### src/rtl/arb_pkg.sv
// Shared definitions for the N-requester arbiter: mode constants,
// FSM state encoding and a one-hot to index helper.
package arb_pkg;

    localparam int MODE_RR    = 0;
    localparam int MODE_FIXED = 1;

    // Largest supported requester count and the index width it needs.
    localparam int MAX_N = 16;
    localparam int IDX_W = 4;

    typedef enum logic {
        ST_IDLE,
        ST_GRANTED
    } arb_state_e;

    // Index of the set bit in a one-hot vector; zero when no bit is set.
    function automatic logic [IDX_W-1:0] onehot_to_idx(input logic [MAX_N-1:0] oh);
        logic [IDX_W-1:0] idx;
        idx = '0;
        for (int unsigned i = 0; i < MAX_N; i++) begin
            if (oh[i]) begin
                idx = idx | IDX_W'(i);
            end
        end
        return idx;
    endfunction

endpackage

### src/rtl/arbiter_rr_if.sv
// Request/grant bundle between requesters (master) and the arbiter (slave).
interface arbiter_rr_if #(
    parameter int N = 4
) ();

    localparam int IDW = $clog2(N);

    logic [N-1:0]   req;
    logic [N-1:0]   grant;
    logic [IDW-1:0] grant_id;
    logic           grant_valid;

    modport master (
        output req,
        input  grant,
        input  grant_id,
        input  grant_valid
    );

    modport slave (
        input  req,
        output grant,
        output grant_id,
        output grant_valid
    );

endinterface

### src/rtl/arb_pick.sv
// Combinational winner selection: rotate the masked requests so the scan
// start lands on bit 0, take the lowest set bit, rotate the result back.
module arb_pick #(
    parameter int N = 4
) (
    input  logic [N-1:0]         req_i,
    input  logic [N-1:0]         mask_i,
    input  logic [$clog2(N)-1:0] ptr_i,
    input  logic                 mode_i,
    output logic [N-1:0]         win_o,
    output logic                 any_o
);

    localparam int IDW = $clog2(N);

    logic [N-1:0]   cand;
    logic [N-1:0]   rot;
    logic [N-1:0]   pe;
    logic [IDW-1:0] start;

    assign cand  = req_i & mask_i;
    assign any_o = |cand;

    // Scan start: index 0 for fixed priority, ptr+1 (mod N) for round-robin.
    always_comb begin
        start = '0;
        if (!mode_i && (ptr_i != IDW'(N - 1))) begin
            start = ptr_i + IDW'(1);
        end
    end

    assign rot = N'({cand, cand} >> start);

    // Lowest set bit of the rotated candidates.
    always_comb begin
        logic found;
        pe    = '0;
        found = 1'b0;
        for (int unsigned i = 0; i < N; i++) begin
            if (rot[i] && !found) begin
                pe[i] = 1'b1;
                found = 1'b1;
            end
        end
    end

    assign win_o = N'(({pe, pe} << start) >> N);

endmodule

### src/rtl/arbiter_rr.sv
// N-requester non-preemptive arbiter with registered one-hot grant,
// round-robin or fixed priority, and an optional hold timeout.
module arbiter_rr
    import arb_pkg::*;
#(
    parameter int N        = 4,
    parameter int MODE     = 0,
    parameter int MAX_HOLD = 0
) (
    input  logic clk,
    input  logic reset,
    arbiter_rr_if.slave bus
);

    localparam int IDW = $clog2(N);
    localparam int HW  = (MAX_HOLD > 1) ? $clog2(MAX_HOLD + 1) : 1;

    arb_state_e     state_q, state_d;
    logic [N-1:0]   grant_q, grant_d;
    logic [IDW-1:0] ptr_q, ptr_d;
    logic [HW-1:0]  hold_q, hold_d;

    logic [N-1:0]   mask;
    logic [N-1:0]   win;
    logic           any;
    logic           hreq;
    logic           others;
    logic           timeout;
    logic           mode_fixed;

    assign mode_fixed = (MODE == MODE_FIXED);

    // grant_q is one-hot on the holder while GRANTED, so it doubles as the holder mask.
    assign hreq    = |(bus.req & grant_q);
    assign others  = |(bus.req & ~grant_q);
    assign timeout = (MAX_HOLD > 0) && (hold_q == HW'(MAX_HOLD));

    // Exclude the holder from selection only on a forced timeout release.
    always_comb begin
        mask = '1;
        if ((state_q == ST_GRANTED) && hreq && timeout && others) begin
            mask = ~grant_q;
        end
    end

    arb_pick #(
        .N(N)
    ) u_pick (
        .req_i  (bus.req),
        .mask_i (mask),
        .ptr_i  (ptr_q),
        .mode_i (mode_fixed),
        .win_o  (win),
        .any_o  (any)
    );

    // State, grant, pointer and hold counter registers.
    always_ff @(posedge clk or posedge reset) begin
        if (reset) begin
            state_q <= ST_IDLE;
            grant_q <= '0;
            ptr_q   <= IDW'(N - 1);
            hold_q  <= '0;
        end else begin
            state_q <= state_d;
            grant_q <= grant_d;
            ptr_q   <= ptr_d;
            hold_q  <= hold_d;
        end
    end

    // Next-state: acquire from idle, hold, timeout hand-off, or release.
    always_comb begin
        state_d = state_q;
        grant_d = grant_q;
        ptr_d   = ptr_q;
        hold_d  = hold_q;
        case (state_q)
            ST_IDLE: begin
                if (any) begin
                    state_d = ST_GRANTED;
                    grant_d = win;
                    ptr_d   = IDW'(onehot_to_idx(MAX_N'(win)));
                    hold_d  = HW'(1);
                end
            end
            ST_GRANTED: begin
                if (hreq && timeout && others) begin
                    grant_d = win;
                    ptr_d   = IDW'(onehot_to_idx(MAX_N'(win)));
                    hold_d  = HW'(1);
                end else if (hreq) begin
                    if ((MAX_HOLD > 0) && !timeout) begin
                        hold_d = hold_q + HW'(1);
                    end
                end else if (any) begin
                    grant_d = win;
                    ptr_d   = IDW'(onehot_to_idx(MAX_N'(win)));
                    hold_d  = HW'(1);
                end else begin
                    state_d = ST_IDLE;
                    grant_d = '0;
                    hold_d  = '0;
                end
            end
            default: begin
                state_d = ST_IDLE;
                grant_d = '0;
                hold_d  = '0;
            end
        endcase
    end

    assign bus.grant       = grant_q;
    assign bus.grant_id    = IDW'(onehot_to_idx(MAX_N'(grant_q)));
    assign bus.grant_valid = |grant_q;

endmodule

### src/flat_wrapper.sv
// flat-port wrapper written by rule: the top's interface ports become plain ports
module arbiter_rr_flat import arb_pkg::*;
#(
    parameter int N        = 4,
    parameter int MODE     = 0,
    parameter int MAX_HOLD = 0
)
  (clk, reset, bus_req, bus_grant, bus_grant_id, bus_grant_valid);
  arbiter_rr_if #(.N(N)) bus_i ();
  input  logic clk;
  input  logic reset;
  input wire logic [$bits(bus_i.req)-1:0] bus_req;
  output wire logic [$bits(bus_i.grant)-1:0] bus_grant;
  output wire logic [$bits(bus_i.grant_id)-1:0] bus_grant_id;
  output wire logic [$bits(bus_i.grant_valid)-1:0] bus_grant_valid;
  assign bus_i.req = bus_req;
  assign bus_grant = bus_i.grant;
  assign bus_grant_id = bus_i.grant_id;
  assign bus_grant_valid = bus_i.grant_valid;
  arbiter_rr #(.N(N), .MODE(MODE), .MAX_HOLD(MAX_HOLD)) u_core (.clk(clk), .reset(reset), .bus(bus_i));
endmodule
### config.mk
export PLATFORM = sky130hd
export DESIGN_NAME = arbiter_rr_flat
export DESIGN_NICKNAME = d
export VERILOG_FILES = /design/src/rtl/arb_pkg.sv /design/src/rtl/arbiter_rr_if.sv /design/src/rtl/arb_pick.sv /design/src/rtl/arbiter_rr.sv /design/src/flat_wrapper.sv
export SDC_FILE = /design/constraint.sdc
export NUM_CORES = 1
export LEC_CHECK = 0
export CAP_MARGIN = 25
export CORE_AREA = 2 2 39 41
export DETAILED_ROUTE_END_ITERATION = 10
export DIE_AREA = 0 0 41 43
export PLACE_DENSITY_LB_ADDON = 0.08
export SETUP_SLACK_MARGIN = 0.15
export SYNTH_ARGS = -nofsm -noshare
export SYNTH_HDL_FRONTEND = slang
export SYNTH_HIERARCHICAL = 1
export SYNTH_SLANG_ARGS = --single-unit
### constraint.sdc
create_clock -name clk -period 1.8 [get_ports clk]
set_input_delay 0.36 -clock clk [delete_from_list [all_inputs] [get_ports clk]]
set_output_delay 0.36 -clock clk [all_outputs]
set_load 0.01 [all_outputs]
==> results of run 1 <==
## cell type report
type / count / share of cell area, %
clock buffers: 4 / 3.06
inverters: 4 / 1.75
multi-input cells: 56 / 48.2
flip-flops and latches: 7 / 20.7
well taps: 16 / 2.33
repair buffers: 23 / 24.0
## worst max path at each step
stage,end,depth (start not counted)
2_1_floorplan,u_core/bus.grant[0],7
3_3_place_gp,bus_grant_valid,3
3_5_place_dp,bus_grant_valid,3
4_1_cts,bus_grant_valid,3
5_1_grt,bus_grant_valid,3
6_report,bus_grant_valid,3
## Yosys cell counts, types with 2 or more instances
cell type                 instances  area (um2)
sky130_fd_sc_hd__nor2_1           3        11.3
sky130_fd_sc_hd__or2_2            2        12.5
sky130_fd_sc_hd__conb_1           2        7.51
sky130_fd_sc_hd__inv_1            4        15.0
sky130_fd_sc_hd__a21oi_1          8        40.0
sky130_fd_sc_hd__a31oi_1          2        12.5
sky130_fd_sc_hd__dfrtp_1          5         125
sky130_fd_sc_hd__dfstp_2          2        52.6
sky130_fd_sc_hd__nand2_1          5        18.8
sky130_fd_sc_hd__nor3_1           2        10.0
sky130_fd_sc_hd__a22o_2           2        20.0
sky130_fd_sc_hd__a22o_1           3        26.3
## worst max-delay path, delay by kind of cell (launching register included)
kind	cells	cell delay [ps]
AND/OR/NAND/NOR	2	560
flip-flops	1	370
buffers and inverters	1	130
## cell families (layout without fill, tap and decap cells)
family / Yosys count / after routing / share of synthesized area [%]
other: 2 / 11 / 1.45
AND/OR/NAND/NOR: 17 / 17 / 18.3
flip-flops: 7 / 7 / 34.2
multiplexers: 1 / 1 / 1.93
adder cells (fa/ha/maj): 1 / 1 / 2.41
AO/OA/AOI/OAI: 26 / 26 / 38.8
buffers and inverters: 4 / 31 / 2.89
## registers in the layout (all words and copies together) (netlist names)
name / count
u_core/state_q: 1
u_core/bus.grant: 4
u_core/ptr_q: 2
## through the flow
stage / total power, W / instances
6_report: 0.00102 / 110
5_1_grt: 0.00111 / 110
4_1_cts: 0.000983 / 109
3_5_place_dp: 0.000766 / 105
3_3_place_gp: 0.000760 / 105
2_1_floorplan: 0.000549 / 67
## per-layer routing
metal  up-vias  part of all wire [%]  track usage, %
li1        284                     -               -
met5         -                     0               0
met3         4                   6.6            9.42
met1       272                    38            22.2
met4         0                   2.1            8.00
met2        14                    53            31.9
## timing repair
| action | in CTS | in global routing |
|---|---|---|
| resized for setup | 12 | 13 |
| endpoints found under the hold margin | 0 | 0 |
| setup buffers | 0 | 1 |
| cloned | 0 | 0 |
| setup endpoints to repair | 6 | 7 |
| pin swaps | 1 | 6 |
## report_power, final
part           switching, W  internal (W)
clock             0.0000588     0.0000846
sequential        0.0000412      0.000213
combinational      0.000281      0.000341
total              0.000381      0.000639
==> reports/qor.log, run 1 <==
INFO  global_route   grt_start_max_net_pins=9
INFO  timing         clock_skew=3.12ps
INFO  worst_setup_path crit_type=register to output pin
INFO  global_route   grt_first_pass_wirelength=2.32mm
INFO  finish         layout.cells.most_common_list=sky130_fd_sc_hd__conb_1, sky130_fd_sc_hd__buf_4, sky130_fd_sc_hd__clkdlybuf4s50_1
INFO  synthesis      postSynthRegisterBits=7
INFO  worst_setup_path setup.reg_to_reg.worst_slack=180ps
INFO  die            core_region_area=1380um2
INFO  clock_network  clock_latency=260ps
INFO  timing         period_minus_slack=1680ps
INFO  synthesis      synth_area=519um2
INFO  timing         timing.final.ws_setup=120ps
INFO  timing         timing.hold.ws=332ps
INFO  placement      preCtsSetupSlack=-93.9ps
INFO  die            chipWidth=41um
INFO  placement      gp_routability_congestion=0.781
INFO  worst_setup_path critical_path.slowest_cell=sky130_fd_sc_hd__dfrtp_1
INFO  clock_network  cts_buffers=3
INFO  worst_setup_path worst-r2r-cell-count=7
INFO  detailed_routing drt-pass1-iter-count=4
INFO  finish         flow.area_growth_from_synthesis=65.5%
INFO  clock_network  cts_tree=built
INFO  worst_setup_path cp_slowest_stage_delay=370ps
INFO  finish         n_fill_cell=125
INFO  synthesis      synth_area_per_cell=8.95um2
INFO  outcome        run_status=completed
INFO  synthesis      syn_inst=58
INFO  die            rows=14
INFO  worst_setup_path setup.worst_path.start=u_core/bus.grant[1]
INFO  hold_path      timing.hold.worst.class=input port to asynchronous set/reset pin
INFO  synthesis      synth-async-reset-ratio=100%
INFO  timing         max_freq=0.595GHz
INFO  finish         layout_commonest_cell=sky130_fd_sc_hd__conb_1
INFO  synthesis      synth_flop_cell=sky130_fd_sc_hd__dfrtp_1
INFO  worst_setup_path cp_data_required_time=1440ps
INFO  synthesis      yosys.cell_types.count=30
INFO  timing         timing.setup.tns=0ps
INFO  worst_setup_path crit-reg2reg-capture=u_core/ptr_q[1]
INFO  timing         report.final.hold_viol_count=0
INFO  finish         nNetsFinal=102
INFO  global_route   vias_in_the_first_global_route=531
INFO  die            io_pins=13
INFO  placement      placed_cell_area=768um2
INFO  worst_setup_path crit_path_cell_trace=or2_4 > or3_4 > buf_6
INFO  detailed_routing vias=574
INFO  timing         report.final.slew_viol_count=0
INFO  clock_network  clock_sink_count=7
INFO  worst_setup_path reg2reg_from=u_core/ptr_q[1]
INFO  synthesis      synth.yosys.seq_area_share=34.2%
INFO  pwr            power_leakage=0.411nW
INFO  pwr            vdd_drop_max=882uV
INFO  worst_setup_path element_type_at_the_critical_path_start=register
INFO  finish         multi_input_area=414um2
INFO  clock_network  htree_num_levels=1
INFO  synthesis      yosysWarnings=6
INFO  clock_network  cts_max_path_buffers=2
INFO  clock_network  post_cts_hold_buffer_count=0
INFO  global_route   grt_usage=20.2%
INFO  global_route   gr-total-overflow=0
INFO  detailed_routing post_drt_via_cell_ratio=5.22
INFO  timing         fin_crit_sh=93.3%
INFO  detailed_routing detail_route.drc_violations=0
INFO  detailed_routing number_of_antenna_violating_nets_in_the_routed_design=0
INFO  finish         fraction_of_final_layout_cells_sized_beyond_drive_strength_1=39.4%
INFO  global_route   number_of_antenna_violations_at_the_first_check_in_global_routing=0
INFO  placement      quantity_of_i_o_buffers_inserted_on_ports=12
INFO  clock_network  library_cell_used_as_clock_root_buffer=sky130_fd_sc_hd__clkbuf_4
INFO  pwr            power_per_cell_area=1190nW/um2
INFO  finish         fin_util=62.1%
INFO  worst_setup_path critical_path.max_fanout=2
INFO  worst_setup_path timing.critical_path.arrival=1320ps
INFO  job            maxCapViolations=0
INFO  detailed_routing routed_wl=1.40mm
INFO  die            chipHeight=43um
INFO  finish         design_area=860um2
INFO  placement      dp.final_hpwl=1.04mm
INFO  detailed_routing drt-wirelength-per-cell=12.7um
INFO  worst_setup_path cp_capture_type=output pin
INFO  timing         finalSetupViolCount=0
INFO  die            floorplan.initialDensity=37.5%
INFO  finish         regArea=178um2
INFO  finish         antenna_cells=0
INFO  timing         rsz0062_at_grt=yes
INFO  clock_network  path_clk_slew=50ps
INFO  synthesis      synth-edff-count=0
INFO  detailed_routing drtIter0Drc=12
INFO  die            die_area=1760um2
(Power assumes the default switching activity.)
==> run 2: changes to the inputs <==
CORE_AREA = 8 8 45 47   (was 2 2 39 41)
DIE_AREA = 0 0 53 55   (was 0 0 41 43)
==> run 2 against run 1 <==
Compared with the run above:
- non-clock buffer count rose by 4
- sequential share of layout area fell by 0.35 points
- flip-flop and latch count did not move
- highest routed layer is now met3
- first-iteration DRC count fell by 50%
- critical path depth did not move
- hold slack improved by 2.7 ps
- critical endpoint unchanged
- wire length fell by 3.1%
- final cell count rose by 3.6%
- largest power group unchanged
- clock power fell by 3%
- critical path type unchanged
- via count fell by 2.3%
==> reports/qor.log, run 2 (synthesis gave the netlist of run 1 again) <==
INFO  outcome        run_status=completed
INFO  clock_network  cts_tree=built
INFO  timing         fin_crit_sh=93.5% [+0.17 points]
INFO  finish         design_area=875um2 [+1.7%]
INFO  detailed_routing drtIter0Drc=6 [-6]
INFO  detailed_routing detail_route.drc_violations=0 [unchanged]
INFO  die            floorplan.initialDensity=37.5% [unchanged]
INFO  finish         layout_commonest_cell=sky130_fd_sc_hd__buf_4
INFO  die            chipWidth=53um [+29%]
INFO  worst_setup_path setup.worst_path.start=u_core/bus.grant[1]
INFO  clock_network  library_cell_used_as_clock_root_buffer=sky130_fd_sc_hd__clkbuf_4
INFO  clock_network  post_cts_hold_buffer_count=0 [unchanged]
INFO  global_route   number_of_antenna_violations_at_the_first_check_in_global_routing=0 [unchanged]
INFO  pwr            power=0.000989W [-3.0%]
INFO  detailed_routing drt-wirelength-per-cell=11.9um [-6.5%]
INFO  worst_setup_path critical_path.max_fanout=2 [unchanged]
INFO  detailed_routing drt-pass1-iter-count=2 [-2]
INFO  worst_setup_path timing.critical_path.arrival=1320ps [about the same]
INFO  clock_network  clock_latency=250ps [about the same]
INFO  die            core_region_area=1380um2 [unchanged]
INFO  pwr            vdd_drop_max=698uV [-21%]
INFO  die            rows=14 [unchanged]
INFO  die            chipHeight=55um [+28%]
INFO  placement      preCtsSetupSlack=-103ps [-8.93 ps]
INFO  die            die_area=2920um2 [+65%]
INFO  timing         rsz0062_at_grt=yes
INFO  clock_network  cts_max_path_buffers=2 [unchanged]
INFO  detailed_routing post_drt_via_cell_ratio=4.92 [-5.7%]
INFO  global_route   gr-total-overflow=0 [unchanged]
INFO  finish         layout.cells.most_common_list=sky130_fd_sc_hd__buf_4, sky130_fd_sc_hd__conb_1, sky130_fd_sc_hd__clkdlybuf4s50_1
INFO  worst_setup_path reg2reg_from=u_core/ptr_q[1]
INFO  timing         max_freq=0.594GHz [-0.18%]
INFO  timing         finalSetupViolCount=0 [unchanged]
INFO  global_route   grt_usage=9.76% [-10 points]
INFO  finish         antenna_cells=0 [unchanged]
INFO  timing         report.final.slew_viol_count=0 [unchanged]
INFO  finish         nNetsFinal=106 [+3.9%]
INFO  worst_setup_path crit-reg2reg-capture=u_core/bus.grant[2]
INFO  pwr            power_per_cell_area=1130nW/um2 [-4.7%]
INFO  timing         timing.final.ws_setup=117ps [-3.05 ps]
INFO  placement      placed_cell_area=798um2 [+3.9%]
INFO  clock_network  cts_buffers=3 [unchanged]
INFO  placement      dp.final_hpwl=1.08mm [+3.8%]
INFO  hold_path      timing.hold.worst.class=input port to asynchronous set/reset pin
INFO  worst_setup_path element_type_at_the_critical_path_start=register
INFO  worst_setup_path cp_capture_type=output pin
INFO  finish         largest_register_ffs=4 [unchanged]
INFO  global_route   grt_start_max_net_pins=9 [unchanged]
INFO  job            maxCapViolations=0 [unchanged]
INFO  placement      gp_routability_congestion=0.795 [+1.8%]
INFO  placement      quantity_of_i_o_buffers_inserted_on_ports=12 [unchanged]
INFO  detailed_routing routed_wl=1.36mm [-3.1%]
INFO  finish         fraction_of_final_layout_cells_sized_beyond_drive_strength_1=37.8% [-1.6 points]
INFO  timing         period_minus_slack=1680ps [+3.05 ps]
INFO  clock_network  htree_num_levels=1 [unchanged]
INFO  worst_setup_path crit_type=register to output pin
INFO  clock_network  clock_sink_count=7 [unchanged]
INFO  global_route   vias_in_the_first_global_route=536 [+0.94%]
INFO  worst_setup_path setup.reg_to_reg.worst_slack=220ps [+40 ps]
INFO  pwr            power_leakage=0.428nW [+4.1%]
INFO  die            io_pins=13 [unchanged]
INFO  finish         flow.area_growth_from_synthesis=68.4%
INFO  detailed_routing number_of_antenna_violating_nets_in_the_routed_design=0 [unchanged]
INFO  timing         report.final.hold_viol_count=0 [unchanged]
INFO  worst_setup_path cp_data_required_time=1440ps [about the same]
INFO  global_route   grt_first_pass_wirelength=2.17mm [-6.6%]
INFO  worst_setup_path worst-r2r-cell-count=5 [-2]
INFO  clock_network  path_clk_slew=50ps [about the same]
INFO  timing         clock_skew=1.71ps [-1.42 ps]
INFO  detailed_routing vias=561 [-2.3%]
==> run 2: worst max-delay path: stages, from the launching register on <==
cell	delay (ps)
sky130_fd_sc_hd__dfrtp_1	380
sky130_fd_sc_hd__or2_4	250
sky130_fd_sc_hd__or3_4	320
sky130_fd_sc_hd__buf_6	130
==> run 2: where the power goes <==
group          switching [W]  total, W  internal, W
sequential         0.0000339  0.000246     0.000213
combinational       0.000268  0.000605     0.000336
clock              0.0000532  0.000138    0.0000843
total               0.000356  0.000989     0.000633
==> run 2: final cells by class <==
class	count	area, um2
Sequential cell	7	178
Multi-Input combinational cell	56	403
Tap cell	16	20.0
Timing Repair Buffer	27	233
Inverter	4	15.0
Clock buffer	4	26.3
Fill cell	129	509
==> run 2: repair_timing <==
| item | CTS | global route |
|---|---|---|
| endpoints found under the setup margin | 6 | 9 |
| resized for setup | 11 | 10 |
| pin swaps | 0 | 7 |
| buffers inserted | 1 | 0 |
==> run 2: worst max path at each step <==
stage | endpoint | slack (ps) | depth (start not counted)
floorplan | u_core/bus.grant[0] | 200 | 7
global placement | bus_grant_valid | -90 | 3
detailed placement | bus_grant_valid | -100 | 3
CTS | bus_grant_valid | 60 | 3
global route | bus_grant_valid | 70 | 3
finish | bus_grant_valid | 120 | 3
==> run 2: stage by stage <==
stage / util, % / TNS (ps) / cells / hold WS (ps)
2_1_floorplan: - / 0 / 67 / 162
3_3_place_gp: 57.7 / -86.2 / 109 / 520
3_5_place_dp: 57.7 / -127 / 109 / 522
4_1_cts: 60.8 / 0 / 114 / 334
5_1_grt: 63.2 / 0 / 114 / 344
6_report: 63.2 / 0 / 114 / 335
==> run 2: metal layers <==
layer / part of all wire, % / global-route usage [%] / vias to the layer above
li1: - / - / 288
met1: 46 / 10.1 / 266
met2: 50 / 17.0 / 7
met3: 3.9 / 4.28 / 0
met4: 0 / 3.88 / 0
met5: 0 / 0 / -
